## src/rtl/fifo_sync_top.sv

```systemverilog
// Single-clock 16 x 8 FIFO with binary pointers, an occupancy counter and
// status flags decoded from that counter. Writes into a full FIFO are dropped
// unless a read frees a slot on the same edge; reads from an empty FIFO are dropped.
// Optional sticky overflow/underflow flags: define FIFO_ERR_FLAGS_EN.
module fifo_sync_top #(
  parameter int unsigned WIDTH = 8,
  parameter int unsigned DEPTH = 16
) (
  input  logic                     wr_clk,
  input  logic                     wr_rst,
  input  logic                     push,
  input  logic [WIDTH-1:0]         data_in,
  input  logic                     pop,
  output logic [WIDTH-1:0]         data_out,
  output logic                     full,
  output logic                     empty,
  output logic [$clog2(DEPTH):0]   count
`ifdef FIFO_ERR_FLAGS_EN
  ,
  output logic                     ovf_err,
  output logic                     udf_err
`else
  // no error-flag ports in this build
`endif
);

  localparam int unsigned AW = $clog2(DEPTH);
  localparam logic [AW:0] CountMax = (AW+1)'(DEPTH);

  logic [WIDTH-1:0] r_mem [DEPTH];
  logic [AW-1:0]    r_wr_ptr;
  logic [AW-1:0]    r_rd_ptr;
  logic [AW:0]      r_count;
  logic [WIDTH-1:0] r_data_out;

  logic             w_wr_ok;
  logic             w_rd_ok;
  logic [AW:0]      w_count_d;

  // Flags are pure decodes of the registered count.
  assign full     = (r_count == CountMax);
  assign empty    = (r_count == '0);
  assign count    = r_count;
  assign data_out = r_data_out;

  // A pop on a full FIFO frees the slot the push will reuse, so the push is accepted.
  // No bypass: a push+pop on an empty FIFO only writes.
  assign w_wr_ok = push & (~full | pop);
  assign w_rd_ok = pop & ~empty;

  // Next occupancy: net change of accepted write and read.
  always_comb begin
    w_count_d = r_count;
    unique case ({w_wr_ok, w_rd_ok})
      2'b10:   w_count_d = r_count + (AW+1)'(1);
      2'b01:   w_count_d = r_count - (AW+1)'(1);
      default: w_count_d = r_count;
    endcase
  end

  // Storage array; deliberately not reset.
  always_ff @(posedge wr_clk) begin
    if (w_wr_ok) begin
      r_mem[r_wr_ptr] <= data_in;
    end
  end

  // Pointers and occupancy; pointers wrap naturally since DEPTH is a power of two.
  always_ff @(posedge wr_clk or posedge wr_rst) begin
    if (wr_rst) begin
      r_wr_ptr <= '0;
      r_rd_ptr <= '0;
      r_count  <= '0;
    end else begin
      if (w_wr_ok) r_wr_ptr <= r_wr_ptr + AW'(1);
      if (w_rd_ok) r_rd_ptr <= r_rd_ptr + AW'(1);
      r_count <= w_count_d;
    end
  end

  // Registered read data; holds when no read is accepted. When full, the old
  // word at rd_ptr is read before the simultaneous write replaces it.
  always_ff @(posedge wr_clk or posedge wr_rst) begin
    if (wr_rst) begin
      r_data_out <= '0;
    end else if (w_rd_ok) begin
      r_data_out <= r_mem[r_rd_ptr];
    end
  end

`ifdef FIFO_ERR_FLAGS_EN
  logic r_ovf_err;
  logic r_udf_err;

  assign ovf_err = r_ovf_err;
  assign udf_err = r_udf_err;

  // Sticky error flags, cleared only by reset.
  always_ff @(posedge wr_clk or posedge wr_rst) begin
    if (wr_rst) begin
      r_ovf_err <= 1'b0;
      r_udf_err <= 1'b0;
    end else begin
      if (push & full & ~pop) r_ovf_err <= 1'b1;
      if (pop & empty)        r_udf_err <= 1'b1;
    end
  end
`else
  // error flags not built
`endif

endmodule

```

## config.mk

```make
export PLATFORM = sky130hd
export DESIGN_NAME = fifo_sync_top
export DESIGN_NICKNAME = d
export VERILOG_FILES = /design/src/rtl/fifo_sync_top.sv
export SDC_FILE = /design/constraint.sdc
export NUM_CORES = 1
export LEC_CHECK = 0
export ABC_CLOCK_PERIOD_IN_PS = 3200
export BUFFER_PORTS_ARGS = -buffer_cell sky130_fd_sc_hd__buf_2
export CAP_MARGIN = 30
export CORE_MARGIN = 4
export CORE_UTILIZATION = 35
export DETAILED_ROUTE_END_ITERATION = 7
export GPL_TIMING_DRIVEN = 0
export PLACE_DENSITY = 0.59
export SLEW_MARGIN = 10
export SYNTH_ARGS = -nofsm -noshare
export SYNTH_HDL_FRONTEND = slang
export SYNTH_SLANG_ARGS = --single-unit
export TNS_END_PERCENT = 5
```

## constraint.sdc

```tcl
create_clock -name wr_clk -period 3.2 [get_ports wr_clk]
set_clock_uncertainty 0.05 [all_clocks]
set_input_delay 0.48 -clock wr_clk [delete_from_list [all_inputs] [get_ports wr_clk]]
set_output_delay 0.48 -clock wr_clk [all_outputs]
set_load 0.1 [all_outputs]
```

==> qor.csv, run 1 <==
metric,value,unit
Starting Density,35.8,%
Clock Sinks,149,
initial antenna violation count,0,
post-CTS sizing,0,
RR Startpoint,count[0],
Synth Cell Area,5960,um^2
Final TNS setup,0,ns
FMAX,342,MHz
GRT Util Overall,13.3,%
R2R depth,10,
first-pass GRT wire length,18900,um
"Hold Vio Cnt, Final",0,
switch share,36.7,%
DRC,0,
Cell Pwr Density,990,nW/um^2
RSZ-0062 raised after global routing,no,
clock power share,27.2,%
R2R Setup Slk,0.27,ns
main combinational cell family by area after synthesis,multiplexers,
crit start category,flop,
Final Power,6.94,mW
post-synth top area share,64.5,%
setup violators final,0,
worst slew pin tran,0.948,ns
Chip Width,139,um
TritonCTS clock tree,built,
syn_area_per_cell,19.5,um^2
leakage power,2.45,nW
asr flop ratio synth,14.1,%
Ports,27,
H-tree levels,4,
Worst setup EP type,flop,
GRT overflow,0,
Die Footprint,19200,um^2
Bufs on Longest Clock Path,2,
CTS root buffer,clkbuf_16,
Compound-Gate Fraction of Synth Area,3.59,%
worst hold start,data_in[3],
"Net Count, Synth",327,
insertion delay to the later sink of the worst-skew pair,0.43,ns
CP max FO,9,
Via density,4.98,
number of synthesized flops with an enable pin,128,
vias in the first global route,3164,
FF-to-FF End,count[4],
Pins Over Slew Limit,0,
Ant. Diodes,0,
fin util,42.1,%
routed wire length per instance,20.5,um
PortBufs,26,
hold crit path type,in -> reg,
Filler cells,1458,
core footprint,16600,um^2
sequential share of power,37.1,%
DR pass1 iterations,6,
num rows,47,
Int Power,4.39,mW
cell depth of the worst hold path,1,
status,"finished, final reports clean",
Slew headroom,36.6,%
placed cell area,6390,um^2
Psw,2.54,mW
largest net degree at the start of global routing,22,
worst endpoint data arrival time,3.23,ns
"Seq/Total Area, Yosys",73.3,%
Metal-1 WL,4840,um
post-route cell area,7000,um^2
layout cell share with drive strength beyond 1,30.8,%
metal3 WL,701,um
antenna-violating nets left,0,
Final Net Count,376,
"top cells by count, synth","edfxtp_1, mux4_2, dfrtp_1",
XOR/XNOR share of the synthesized area,1.47,%
Vias,2921,
Area Growth Syn to Fin,17.5,%
Iter 0 DRT Violations,297,
clk slew on worst S/H paths,0.06,ns
Syn Inst Count,305,
Adder-Cell Fraction of Synth Area,2.22,%
met2 WL,6280,um
top area cells in the synthesized netlist,"edfxtp_1, mux4_2, dfrtp_1",
#FFs+latches synth,149,
die height,139,um
Critical Path RT,3.50,ns
DRT Wirelength,12000,um
post-layout min period,2.93,ns
CP Class,reg -> reg,
period utilization,91.5,%
Num CTS Buffers,17,
multiplexer share of the synthesized area,14.1,%
Comb power frac,35.7,%
Simple-Gate Fraction of Synth Area,3.38,%
top-count cell post-synth,edfxtp_1,
detailed placer's ending HPWL,7860,um
max-cap viol count,0,
GPL Wtd Cong,0.727,
Peak supply drop,0.000615,V
"area leader, netlist",edfxtp_1,
Most used DFF post-synth,edfxtp_1,
highest routed layer,met4,
synth unique cells,34,
worst hold path endpoint,r_mem[5][3],
Synthesis Warnings,0,
cells in the final DEF, fill, tap and decap left out, types with 5 or more instances in the layout:
cell       Yosys  layout
buf_4          3       5
inv_1          5       5
clkbuf_1       6       8
o22ai_1        7       7
mux4_2        32      32
a211oi_1       7       7
nand2_1       14      14
mux2i_1        8       8
xnor2_1        9       9
clkbuf_16      0      17
edfxtp_1     128     128
nor2_1        15      15
dfrtp_1       21      18
a21o_1         9       9
buf_2          2      28
ha_1           9       9
area by class of cell:
type                            count  area, um^2  share of cell area (%)
Clock inverter                     11         100                    1.43
Clock buffer                       21         460                    6.57
Multi-Input combinational cell    134        1490                    21.3
Buffer                             16        96.3                    1.38
Inverter                            6        22.5                   0.322
Sequential cell                   149        4370                    62.4
Tap cell                          220         275                    3.93
Timing Repair Buffer               30         183                    2.61
worst max-delay path by stage:
stage | start | end | slack, ns | cells past startpoint
after detailed placement | count[0] | count[4] | 0.13 | 9
after global placement | count[0] | count[4] | 0.14 | 9
after floorplan | count[1] | count[4] | 0.02 | 9
final | count[0] | count[4] | 0.27 | 10
after CTS | count[0] | count[4] | 0.12 | 9
after global routing | count[0] | count[4] | 0.09 | 10
critical path: stages (launching register included):
cell,delay (ns)
dfrtp_2,0.45
or4_4,0.59
o31a_1,0.27
buf_6,0.15
inv_1,0.06
ha_1,0.26
ha_1,0.31
a21o_1,0.18
a21oi_1,0.17
mux2i_1,0.24
xnor2_1,0.13
stage by stage:
stage | hold WS, ns | setup slack (ns) | std cells
after global routing | 0.389 | 0.0859 | 587
after floorplan | 0.406 | 0.0187 | 305
after global placement | 0.412 | 0.138 | 551
final | 0.395 | 0.272 | 587
after detailed placement | 0.410 | 0.131 | 551
after CTS | 0.217 | 0.117 | 583
what timing repair did:
action	CTS	global route
buffers inserted	0	2
hold buffers	0	1
endpoints found under the hold margin	0	3
endpoints found under the setup margin	0	1
flip-flops by register name, summed over array words and instances (netlist names):
register and cells:
r_rd_ptr 4, data_out 8, r_wr_ptr 4, r_mem 128, count 5
layer usage:
metal | vias up | global-route usage [%]
li1 | 1321 | -
met1 | 1508 | 16.4
met3 | 16 | 3.42
met5 | - | 0
met2 | 76 | 22.4
met4 | 0 | 5.82
kinds of logic (layout without fill, tap and decap cells):
group / count (synthesis) / in the layout
adders and majority gates: 10 / 10
DFF: 149 / 149
xor gates and xnor gates: 10 / 10
muxes: 42 / 42
AOI/OAI and AO/OA: 30 / 30
and+or+nand+nor: 42 / 42
buffers and inverters: 22 / 84
power by group through the flow:
stage | logic [mW] | clock network [mW] | registers (mW)
2_1_floorplan | 1.35 | 0 | 3.18
3_3_place_gp | 2.46 | 0 | 2.60
3_5_place_dp | 2.51 | 0 | 2.61
4_1_cts | 2.51 | 1.91 | 2.58
5_1_grt | 2.66 | 2.01 | 2.61
6_report | 2.48 | 1.89 | 2.57
(Power assumes the default switching activity.)
==> run 2: changes to the inputs <==
--- a/config.mk
+++ b/config.mk
@@ -5,6 +5,7 @@
 export SDC_FILE = /design/constraint.sdc
 export NUM_CORES = 1
 export LEC_CHECK = 0
+export ABC_AREA = 1
 export ABC_CLOCK_PERIOD_IN_PS = 3200
 export BUFFER_PORTS_ARGS = -buffer_cell sky130_fd_sc_hd__buf_2
 export CAP_MARGIN = 30
==> run 2 against run 1 <==
Net effect: synthesized cell count up 120%; wire length up 37%; combinational power up 12%; power up 6.3%; die area up 12%; worst setup slack better by 0.11 ns; design area up 11%; critical endpoint unchanged; highest routed layer unchanged.
==> qor.csv, run 2 <==
metric,value,unit,change
TritonCTS clock tree,built,,unchanged
Via density,4.68,,was 4.98
largest reg by FF count,r_mem,,unchanged
Slowest cell on crit path,dfrtp_1,,was or4_4
Area Growth Syn to Fin,16.1,%,was 17.5%
CTS root buffer,clkbuf_16,,unchanged
Chip Width,147,um,was 139 um
post-synth top area share,57.2,%,was 64.5%
"area leader, netlist",edfxtp_1,,unchanged
"most common cell after layout, fill and taps aside",nand2_1,,was edfxtp_1
Starting Density,35.8,%,about the same
die height,147,um,was 139 um
routed wire length per instance,16.8,um,was 20.5 um
Ant. Diodes,0,,unchanged
Ports,27,,unchanged
DR pass1 iterations,5,,was 6
first-pass GRT wire length,26200,um,"was 18,900 um"
most frequent CP cell,nand2_1,,was ha_1
GR Layer Usage met2,24.7,%,was 22.4%
Worst setup EP type,flop,,unchanged
Final Net Count,753,,was 376
Slew headroom,38.0,%,was 36.6%
status,"finished, final reports clean",,unchanged
DRT Wirelength,16500,um,"was 12,000 um"
RSZ-0062 raised after global routing,no,,unchanged
GRT Util Overall,16.3,%,was 13.3%
"Seq/Total Area, Yosys",65.0,%,was 73.3%
"Hold Vio Cnt, Final",0,,unchanged
Comb power frac,37.7,%,was 35.7%
Bufs on Longest Clock Path,2,,unchanged
max-cap viol count,0,,unchanged
placed cell area,7150,um^2,was 6390 um^2
worst path bufs/invs,2,,unchanged
Psw,3.02,mW,was 2.54 mW
M3 GR Usage,3.82,%,was 3.42%
CP max FO,10,,was 9
insertion delay to the later sink of the worst-skew pair,0.43,ns,about the same
Die Footprint,21500,um^2,"was 19,200 um^2"
asr flop ratio synth,14.1,%,unchanged
PortBufs,26,,unchanged
clk slew on worst S/H paths,0.06,ns,about the same
Cell Pwr Density,945,nW/um^2,was 990 nW/um^2
multi-input logic area,1770,um^2,was 1490 um^2
Largest register FFs,128,,unchanged
met1 usage in global routing,22.1,%,was 16.4%
most frequent cells in the layout,"nand2_1, edfxtp_1, inv_1",,"was edfxtp_1, mux4_2, buf_2"
post-layout min period,2.82,ns,was 2.93 ns
synth unique cells,23,,was 34
crit start category,flop,,unchanged
GPL Wtd Cong,0.848,,was 0.727
"Net Count, Synth",706,,was 327
Vias,4573,,"was 2,921"
antenna-violating nets left,0,,unchanged
H-tree levels,4,,unchanged
hold crit path type,in -> reg,,unchanged
Critical Path RT,3.49,ns,was 3.50 ns
syn_area_per_cell,9.83,um^2,was 19.5 um^2
busiest grt layer,met2,,unchanged
# hold bufs at CTS,0,,unchanged
layout cell share with drive strength beyond 1,11.8,%,was 30.8%
Final TNS setup,0,ns,unchanged
DRC,0,,unchanged
switch share,41.0,%,was 36.7%
Syn Inst Count,684,,was 305
Iter 0 DRT Violations,446,,was 297
detailed placer's ending HPWL,11000,um,was 7860 um
post-route cell area,7800,um^2,was 7000 um^2
Filler cells,1824,,"was 1,458"
leakage power,3.48,nW,was 2.45 nW
worst slew pin tran,0.926,ns,was 0.948 ns
top area cells in the synthesized netlist,"edfxtp_1, nand2_1, dfrtp_1",,"was edfxtp_1, mux4_2, dfrtp_1"
#FFs+latches synth,149,,unchanged
clock power share,28.2,%,was 27.2%
period utilization,88.0,%,was 91.5%
Most used DFF post-synth,edfxtp_1,,unchanged
number of post-CTS setup repair buffers,0,,unchanged
Peak supply drop,0.000386,V,was 0.000615 V
vias in the first global route,4649,,"was 3,164"
number of synthesized flops with an enable pin,128,,unchanged
"top cells by count, synth","nand2_1, edfxtp_1, inv_1",,"was edfxtp_1, mux4_2, dfrtp_1"
Synth Cell Area,6720,um^2,was 5960 um^2
"CP delay by family, top",simple AND/OR/NAND/NOR gates,,was compound AO/OA/AOI/OAI gates
GRT overflow,0,,unchanged
Pins Over Slew Limit,0,,unchanged
setup violators final,0,,unchanged
largest net degree at the start of global routing,22,,unchanged
CP Class,reg -> reg,,unchanged
top-count cell post-synth,nand2_1,,was edfxtp_1
core footprint,18800,um^2,"was 16,600 um^2"
Int Power,4.35,mW,was 4.39 mW
worst endpoint data arrival time,3.10,ns,was 3.23 ns
Clock Sinks,149,,unchanged
Synthesis Warnings,0,,unchanged
critical-path cell list,nor4_4 > nand2_1 > nand2_2 > inv_2 > buf_6 > ha_1 > fa_1 > nand2_1 > nand2_1 > a21oi_1 > xor2_1 > nand2_1 > o21ai_0,,was or4_4 > o31a_1 > buf_6 > inv_1 > ha_1 > ha_1 > a21o_1 > a21oi_1 > mux2i_1 > xnor2_1
Num CTS Buffers,17,,unchanged
FMAX,355,MHz,was 342 MHz
num rows,50,,was 47
post-CTS sizing,0,,unchanged
Crit path largest cell delay,0.48,ns,was 0.59 ns
initial antenna violation count,0,,unchanged
register area,4370,um^2,about the same
sequential share of power,34.1,%,was 37.1%
-- run 2: cell types whose count changed in the layout (fill, tap and decap cells not counted), sizes merged, moves of 9 or more --
cell   before  now
inv         9  114
a21o        9    0
mux4       33    0
nand2      15  242
buf        39   53
nand3       0  104
-- run 2: worst min-delay path, cell delays in order --
cell     delay (ns)
buf_2          0.13
nand3_1        0.08
nand2_1        0.05
-- run 2: logic make-up (layout without fill, tap and decap cells) --
family                   Yosys count  after routing  share of synthesized area (%)
AO/OA/AOI/OAI                      6              6                          0.502
XOR/XNOR                           7              7                          0.912
adder cells (fa/ha/maj)           10             10                           1.97
buffers and inverters            144            204                           8.73
flip-flops                       149            149                           65.0
AND/OR/NAND/NOR                  368            368                           22.9
-- run 2: path summary, 6_finish.rpt --
kind / cells past startpoint / from / slack, ns / to
max: 13 / count[0] / 0.38 / count[4]
min: 3 / push / 0.31 / r_wr_ptr[0]
max reg2reg: 13 / count[0] / 0.38 / count[4]
min in group asynchronous: 3 / wr_rst / 0.48 / count[4]
max in group asynchronous: 4 / wr_rst / 2.23 / data_out[0]
min reg2reg: 2 / data_out[3] / 0.43 / data_out[3]
-- run 2: per-layer routing --
metal  part of all wire (%)  vias to the layer above
met5                      0                        -
li1                       -                     2269
met3                    6.5                       37
met1                     45                     2128
met2                     46                      139
met4                    3.1                        0
-- run 2: area by class of cell --
cell class	instances	area share [%]
flip-flops and latches	149	56.0
clock buffers	21	6.03
plain buffers	30	2.04
multi-input cells	391	22.6
inverters	114	5.48
well taps	234	3.75
repair buffers	28	2.15
clock inverters	11	1.91
-- run 2: stage by stage --
| step | total power [mW] | instances | hold WS (ns) | util (%) | setup WS [ns] |
|---|---|---|---|---|---|
| after floorplan | 4.56 | 684 | 0.407 | - | 0.0985 |
| after detailed placement | 5.32 | 944 | 0.411 | 38.1 | 0.350 |
| after global placement | 5.29 | 944 | 0.410 | 38.1 | 0.417 |
| after CTS | 7.40 | 976 | 0.237 | 41.4 | 0.344 |
| final | 7.37 | 978 | 0.311 | 41.6 | 0.384 |
| after global routing | 7.79 | 978 | 0.306 | 41.6 | 0.112 |
-- run 2: power by group through the flow --
stage | Clock (mW) | Sequential (mW) | Combinational [mW]
floorplan | 0 | 3.11 | 1.45
global placement | 0 | 2.54 | 2.75
detailed placement | 0 | 2.55 | 2.77
CTS | 2.11 | 2.51 | 2.78
global route | 2.20 | 2.54 | 3.05
finish | 2.08 | 2.51 | 2.78
